==> config.mk <==
export PLATFORM = sky130hd
export DESIGN_NAME = branch_resolve_unit
export DESIGN_NICKNAME = d
export VERILOG_FILES = /design/src/rtl/branch_resolve_unit_pkg.sv /design/src/rtl/branch_resolve_unit_sat_counter.sv /design/src/rtl/branch_resolve_unit.sv
export SDC_FILE = /design/constraint.sdc
export NUM_CORES = 1
export LEC_CHECK = 0
export ABC_CLOCK_PERIOD_IN_PS = 12900
export CAP_MARGIN = 20
export CORE_MARGIN = 1.5
export CORE_UTILIZATION = 44
export CTS_CLUSTER_SIZE = 12
export DETAILED_ROUTE_END_ITERATION = 12
export PLACE_DENSITY_LB_ADDON = 0.05
export RECOVER_POWER = 25
export SLEW_MARGIN = 20
export SYNTH_ARGS = -nofsm -noshare
export SYNTH_HDL_FRONTEND = slang
export SYNTH_HIERARCHICAL = 1
export SYNTH_SLANG_ARGS = --single-unit
==> constraint.sdc <==
create_clock -name clk -period 12.9 [get_ports clk]
set_clock_uncertainty 0.15 [all_clocks]
set_input_delay 3.87 -clock clk [delete_from_list [all_inputs] [get_ports clk]]
set_output_delay 3.87 -clock clk [all_outputs]
set_load 0.1 [all_outputs]
==> src/rtl/branch_resolve_unit_pkg.sv <==
// Shared types for the execute-stage branch resolution logic.
package branch_pkg;

  localparam int XLEN_DEF = 32;

  typedef enum logic {
    IDLE    = 1'b0,
    RECOVER = 1'b1
  } brs_state_e;

endpackage

==> src/rtl/branch_resolve_unit_sat_counter.sv <==
// Saturating up-counter with synchronous clear; clear beats a same-cycle increment.
module sat_counter #(
  parameter int CNT_W = 16
) (
  input  logic             clk,
  input  logic             rst,
  input  logic             inc,
  input  logic             clr,
  output logic [CNT_W-1:0] q
);

  logic [CNT_W-1:0] cnt_q, cnt_d;

  always_comb begin
    cnt_d = cnt_q;
    if (clr)
      cnt_d = '0;
    else if (inc && (cnt_q != '1))
      cnt_d = cnt_q + CNT_W'(1);
  end

  always_ff @(posedge clk or negedge rst) begin
    if (!rst) cnt_q <= '0;
    else      cnt_q <= cnt_d;
  end

  assign q = cnt_q;

endmodule

==> src/rtl/branch_resolve_unit.sv <==
// Resolves EX branches/jumps against the fetch prediction: redirect/flush, predictor training, perf counters.
//   state   | meaning
//   IDLE    | normal operation, EX may resolve a branch
//   RECOVER | EX holds the bubble flushed by the last redirect
module branch_resolve_unit
  import branch_pkg::*;
#(
  parameter int XLEN  = XLEN_DEF,
  parameter int CNT_W = 16
) (
  input  logic             clk,
  input  logic             rst,
  input  logic             BranchE,
  input  logic             JumpE,
  input  logic             CondTakenE,
  input  logic             Predict_branchE,
  input  logic [XLEN-1:0]  PredTargetE,
  input  logic [XLEN-1:0]  PCE,
  input  logic [XLEN-1:0]  PCPlus4E,
  input  logic [XLEN-1:0]  BrTargetE,
  input  logic             StallE,
  input  logic             cnt_clr,
  output logic             RedirectE,
  output logic [XLEN-1:0]  RedirectPCE,
  output logic             FlushD,
  output logic             FlushE,
  output logic             Eval_branch,
  output logic             PCSrcE,
  output logic [XLEN-1:0]  PCTargetE,
  output logic [XLEN-1:0]  UpdPC,
  output logic [CNT_W-1:0] br_cnt,
  output logic [CNT_W-1:0] mp_cnt,
  output logic             proto_err
);

  brs_state_e      state_q, state_d;
  logic            done_q, done_d;
  logic            eval_q, eval_d;
  logic            pcsrc_q, pcsrc_d;
  logic            proto_err_q, proto_err_d;
  logic [XLEN-1:0] pctarget_q, pctarget_d;
  logic [XLEN-1:0] updpc_q, updpc_d;

  logic ctl, taken, mispredict, fire, redirect;

  always_comb begin
    ctl        = BranchE | JumpE;
    taken      = JumpE | (BranchE & CondTakenE);
    mispredict = ctl & ((Predict_branchE != taken) |
                        (taken & Predict_branchE & (PredTargetE != BrTargetE)));
    // Gated by rst so the redirect path is quiet while the block is held in reset.
    fire       = rst & ctl & ~done_q & (state_q == IDLE);
    redirect   = fire & mispredict;

    state_d = (state_q == IDLE && redirect) ? RECOVER : IDLE;

    // A stalled instruction is re-presented; done_q keeps it from resolving twice.
    done_d = StallE ? (done_q | fire) : 1'b0;

    eval_d     = fire;
    pcsrc_d    = fire ? taken     : pcsrc_q;
    pctarget_d = fire ? BrTargetE : pctarget_q;
    updpc_d    = fire ? PCE       : updpc_q;

    // The held copy of the redirecting branch is not a protocol violation.
    proto_err_d = proto_err_q | ((state_q == RECOVER) & ctl & ~done_q);
  end

  always_ff @(posedge clk or negedge rst) begin
    if (!rst) begin
      state_q     <= IDLE;
      done_q      <= 1'b0;
      eval_q      <= 1'b0;
      pcsrc_q     <= 1'b0;
      pctarget_q  <= '0;
      updpc_q     <= '0;
      proto_err_q <= 1'b0;
    end else begin
      state_q     <= state_d;
      done_q      <= done_d;
      eval_q      <= eval_d;
      pcsrc_q     <= pcsrc_d;
      pctarget_q  <= pctarget_d;
      updpc_q     <= updpc_d;
      proto_err_q <= proto_err_d;
    end
  end

  sat_counter #(.CNT_W(CNT_W)) u_br_cnt (
    .clk (clk),
    .rst (rst),
    .inc (fire),
    .clr (cnt_clr),
    .q   (br_cnt)
  );

  sat_counter #(.CNT_W(CNT_W)) u_mp_cnt (
    .clk (clk),
    .rst (rst),
    .inc (redirect),
    .clr (cnt_clr),
    .q   (mp_cnt)
  );

  assign RedirectE   = redirect;
  assign FlushD      = redirect;
  assign FlushE      = redirect;
  assign RedirectPCE = redirect ? (taken ? BrTargetE : PCPlus4E) : '0;
  assign Eval_branch = eval_q;
  assign PCSrcE      = pcsrc_q;
  assign PCTargetE   = pctarget_q;
  assign UpdPC       = updpc_q;
  assign proto_err   = proto_err_q;

endmodule

==> flow_summary.yaml <==
outcome:
  status: "finished, violations left"
  violations: "capacitance limit, slew limit"
placement:
  dpl_worst_slack_ns: 1.44
  portBuffers: 269
  place_hpwl_microns: 12200
  dpl_cell_area_sq_um: 8130
  gp_congestion: 0.866
sta:
  rsz0062_at_grt: "no"
  setup_tns_ns: 0
  relSlewSlack_pct: -150
  drv_slew: 105
  finalHoldViolations: 0
  finalCritPeriodShare_pct: 89.4
  min_period_ns: 11.53
  max_freq_mhz: 86.7
  tightest_slew_ns: 3.75
  timing.final.ws_setup_ns: 1.37
  finalSetupViolCount: 0
worst_setup_path:
  worst-path-buf-inv: 3
  cp.required_ns: 8.88
  end_kind: "output pin"
  arrival_ns: 7.51
  crit_cells: 6
  reg2reg_depth: 5
  reg2reg_slack_ns: 9.73
  start_kind: "primary input"
  cp_slowest_cell: "clkbuf_1"
  crit_family: "buffers and inverters"
  worstPathCellList: "clkbuf_1, nor4b_4, o21ai_2, buf_4, nor3_1, clkdlybuf4s50_1"
  worstSetupPathType: "in -> out"
  slowest_delay_ns: 1.34
  crit_path_max_fanout: 34
floorplan:
  placement_rows: 40
  die_area_sq_um: 12900
  die_h_microns: 114
  start_util_pct: 45.0
  core_area_sq_um: 12000
  die_x_microns: 114
  io_pins: 270
yosys:
  ys_seq_area_share_pct: 46.9
  yosys_warnings: 6
  ys_ff_latch: 101
  syn_area_per_cell_sq_um: 11.5
  synth_flop_cell: "dfrtp_1"
  synth_cells: 467
  async_flop_share_pct: 100
  synth_top_area_share_pct: 46.9
  synth_top_area_cell: "dfrtp_1"
  netlist_area_sq_um: 5390
  synth_cell_types: 39
  synth-edff-count: 0
  synth_nets: 606
  synth_area_leaders: "dfrtp_1, mux2_2, mux2i_1"
worst_hold_path:
  worstHoldPathCells: 1
  hp-class: "reg -> reg"
pwr:
  ir_worst_vdd_v: 0.000147
  power.leakage_nw: 3.34
  powerDensity_nw_per_um2: 164
cells_and_area:
  nFillCells: 903
  finalNetCount: 864
  antenna_cells: 0
  drive_gt1_share_pct: 15.1
  final_common_cell: "clkdlybuf4s50_1"
  final_area_sq_um: 8430
  final_util_pct: 70.5
  syn2layout_area_growth_pct: 56.5
  final_cell_mix: "clkdlybuf4s50_1, dfrtp_1, mux2_2"
clock_network:
  post_cts_buffers: 0
  clk_latency_ns: 0.34
  cts-resized-gates: 0
  root_buffer: "clkbuf_16"
  ctsHoldBuffers: 0
  htree_levels: 3
  cts_buffer_depth: 2
  clkSlewWorstSetupHoldPaths_ns: 0.07
  cts_buffers: 9
  clock-sinks: 101
  cts_tree: "done"
global_routing:
  antenna_found_initial: 0
  grt_usage_pct: 25.5
  grt_pass1_vias: 4794
  grt_max_degree: 73
  grt_pass1_wl_microns: 25700
  grt_overflow: 0
drt:
  drc: 0
  via_per_inst: 5.42
  ant_nets: 0
  finalWirelength_microns: 16500
  dr.first_iter.drc_count: 280
  post_drt_wl_per_cell_microns: 18.8
  vias: 4753
  dr.pass1.iters: 5
flow_run:
  maxCapViolations: 2
[flip-flops by register name (all words and copies together), names as in the netlist]
register,count
PCTargetE,32
UpdPC,32
u_br_cnt/q,16
proto_err,1
PCSrcE,1
done_q,1
Eval_branch,1
state_q,1
u_mp_cnt/q,16
[final timing paths]
path	startpoint	to
worst max-delay path	rst	RedirectPCE[2]
worst min-delay path	proto_err	proto_err
worst min register to register	proto_err	proto_err
worst max register to register	done_q	u_br_cnt/q[3]
min in group asynchronous	rst	u_br_cnt/q[9]
max in group asynchronous	rst	u_br_cnt/q[15]
[synth_stat cells (2+ instances only)]
| cell | count |
|---|---|
| dfrtp_1 | 101 |
| mux2_2 | 64 |
| nor3_1 | 34 |
| mux2i_1 | 32 |
| xor2_1 | 32 |
| a21oi_1 | 23 |
| nor4_1 | 16 |
| nand4_1 | 14 |
| o31ai_1 | 14 |
| nor2_1 | 13 |
| nand2_1 | 12 |
| buf_2 | 11 |
| or4_1 | 10 |
| clkbuf_1 | 8 |
| mux2_1 | 8 |
| nor2b_1 | 8 |
| inv_1 | 7 |
| nand3_1 | 6 |
| o21ai_1 | 6 |
| buf_6 | 5 |
| and3_1 | 4 |
| and4_2 | 4 |
| buf_4 | 4 |
| or3_1 | 4 |
| or4_2 | 4 |
| ha_1 | 3 |
| a211oi_2 | 2 |
| nand3b_1 | 2 |
| nand4_2 | 2 |
| nor4_4 | 2 |
| o211ai_2 | 2 |
| o21ai_0 | 2 |
| or3_2 | 2 |
[metrics by stage]
stage / cells / hold WS (ns) / total power, mW
floorplan: 467 / 0.360 / 0.915
global placement: 861 / 0.293 / 1.11
global route: 877 / 0.354 / 1.43
detailed placement: 861 / 0.329 / 1.11
finish: 877 / 0.334 / 1.38
CTS: 877 / 0.344 / 1.39
[logic make-up (layout without fill, tap and decap cells)]
kind of cell | after synthesis | count (layout) | share of synthesized area [%]
flip-flops | 101 | 101 | 46.9
AO/OA/AOI/OAI | 53 | 53 | 6.36
adder cells (fa/ha/maj) | 3 | 3 | 0.697
AND/OR/NAND/NOR | 139 | 139 | 16.1
XOR/XNOR | 32 | 32 | 5.20
buffers and inverters | 35 | 298 | 3.67
multiplexers | 104 | 104 | 21.0
[final cells by class]
class / count / area, sq um / share of cell area (%)
Timing Repair Buffer: 275 / 2720 / 32.3
Inverter: 7 / 26.3 / 0.312
Multi-Input combinational cell: 331 / 2670 / 31.7
Clock buffer: 10 / 239 / 2.84
Tap cell: 147 / 184 / 2.18
Sequential cell: 101 / 2530 / 30.0
Clock inverter: 6 / 62.6 / 0.742
[power breakdown]
group          leakage (nW)  internal [mW]  switching (mW)
registers              1.25          0.368          0.0267
logic                  1.95          0.185           0.527
clock network         0.140          0.155           0.121
[routing by layer]
layer  part of all wire (%)  GRT usage [%]  routed length [microns]
met5                      0              0                        0
met1                     41           30.9                     6680
met4                    1.7           6.67                      279
met3                    8.1           8.02                     1330
met2                     50           44.2                     8190
(Power assumes the default switching activity.)
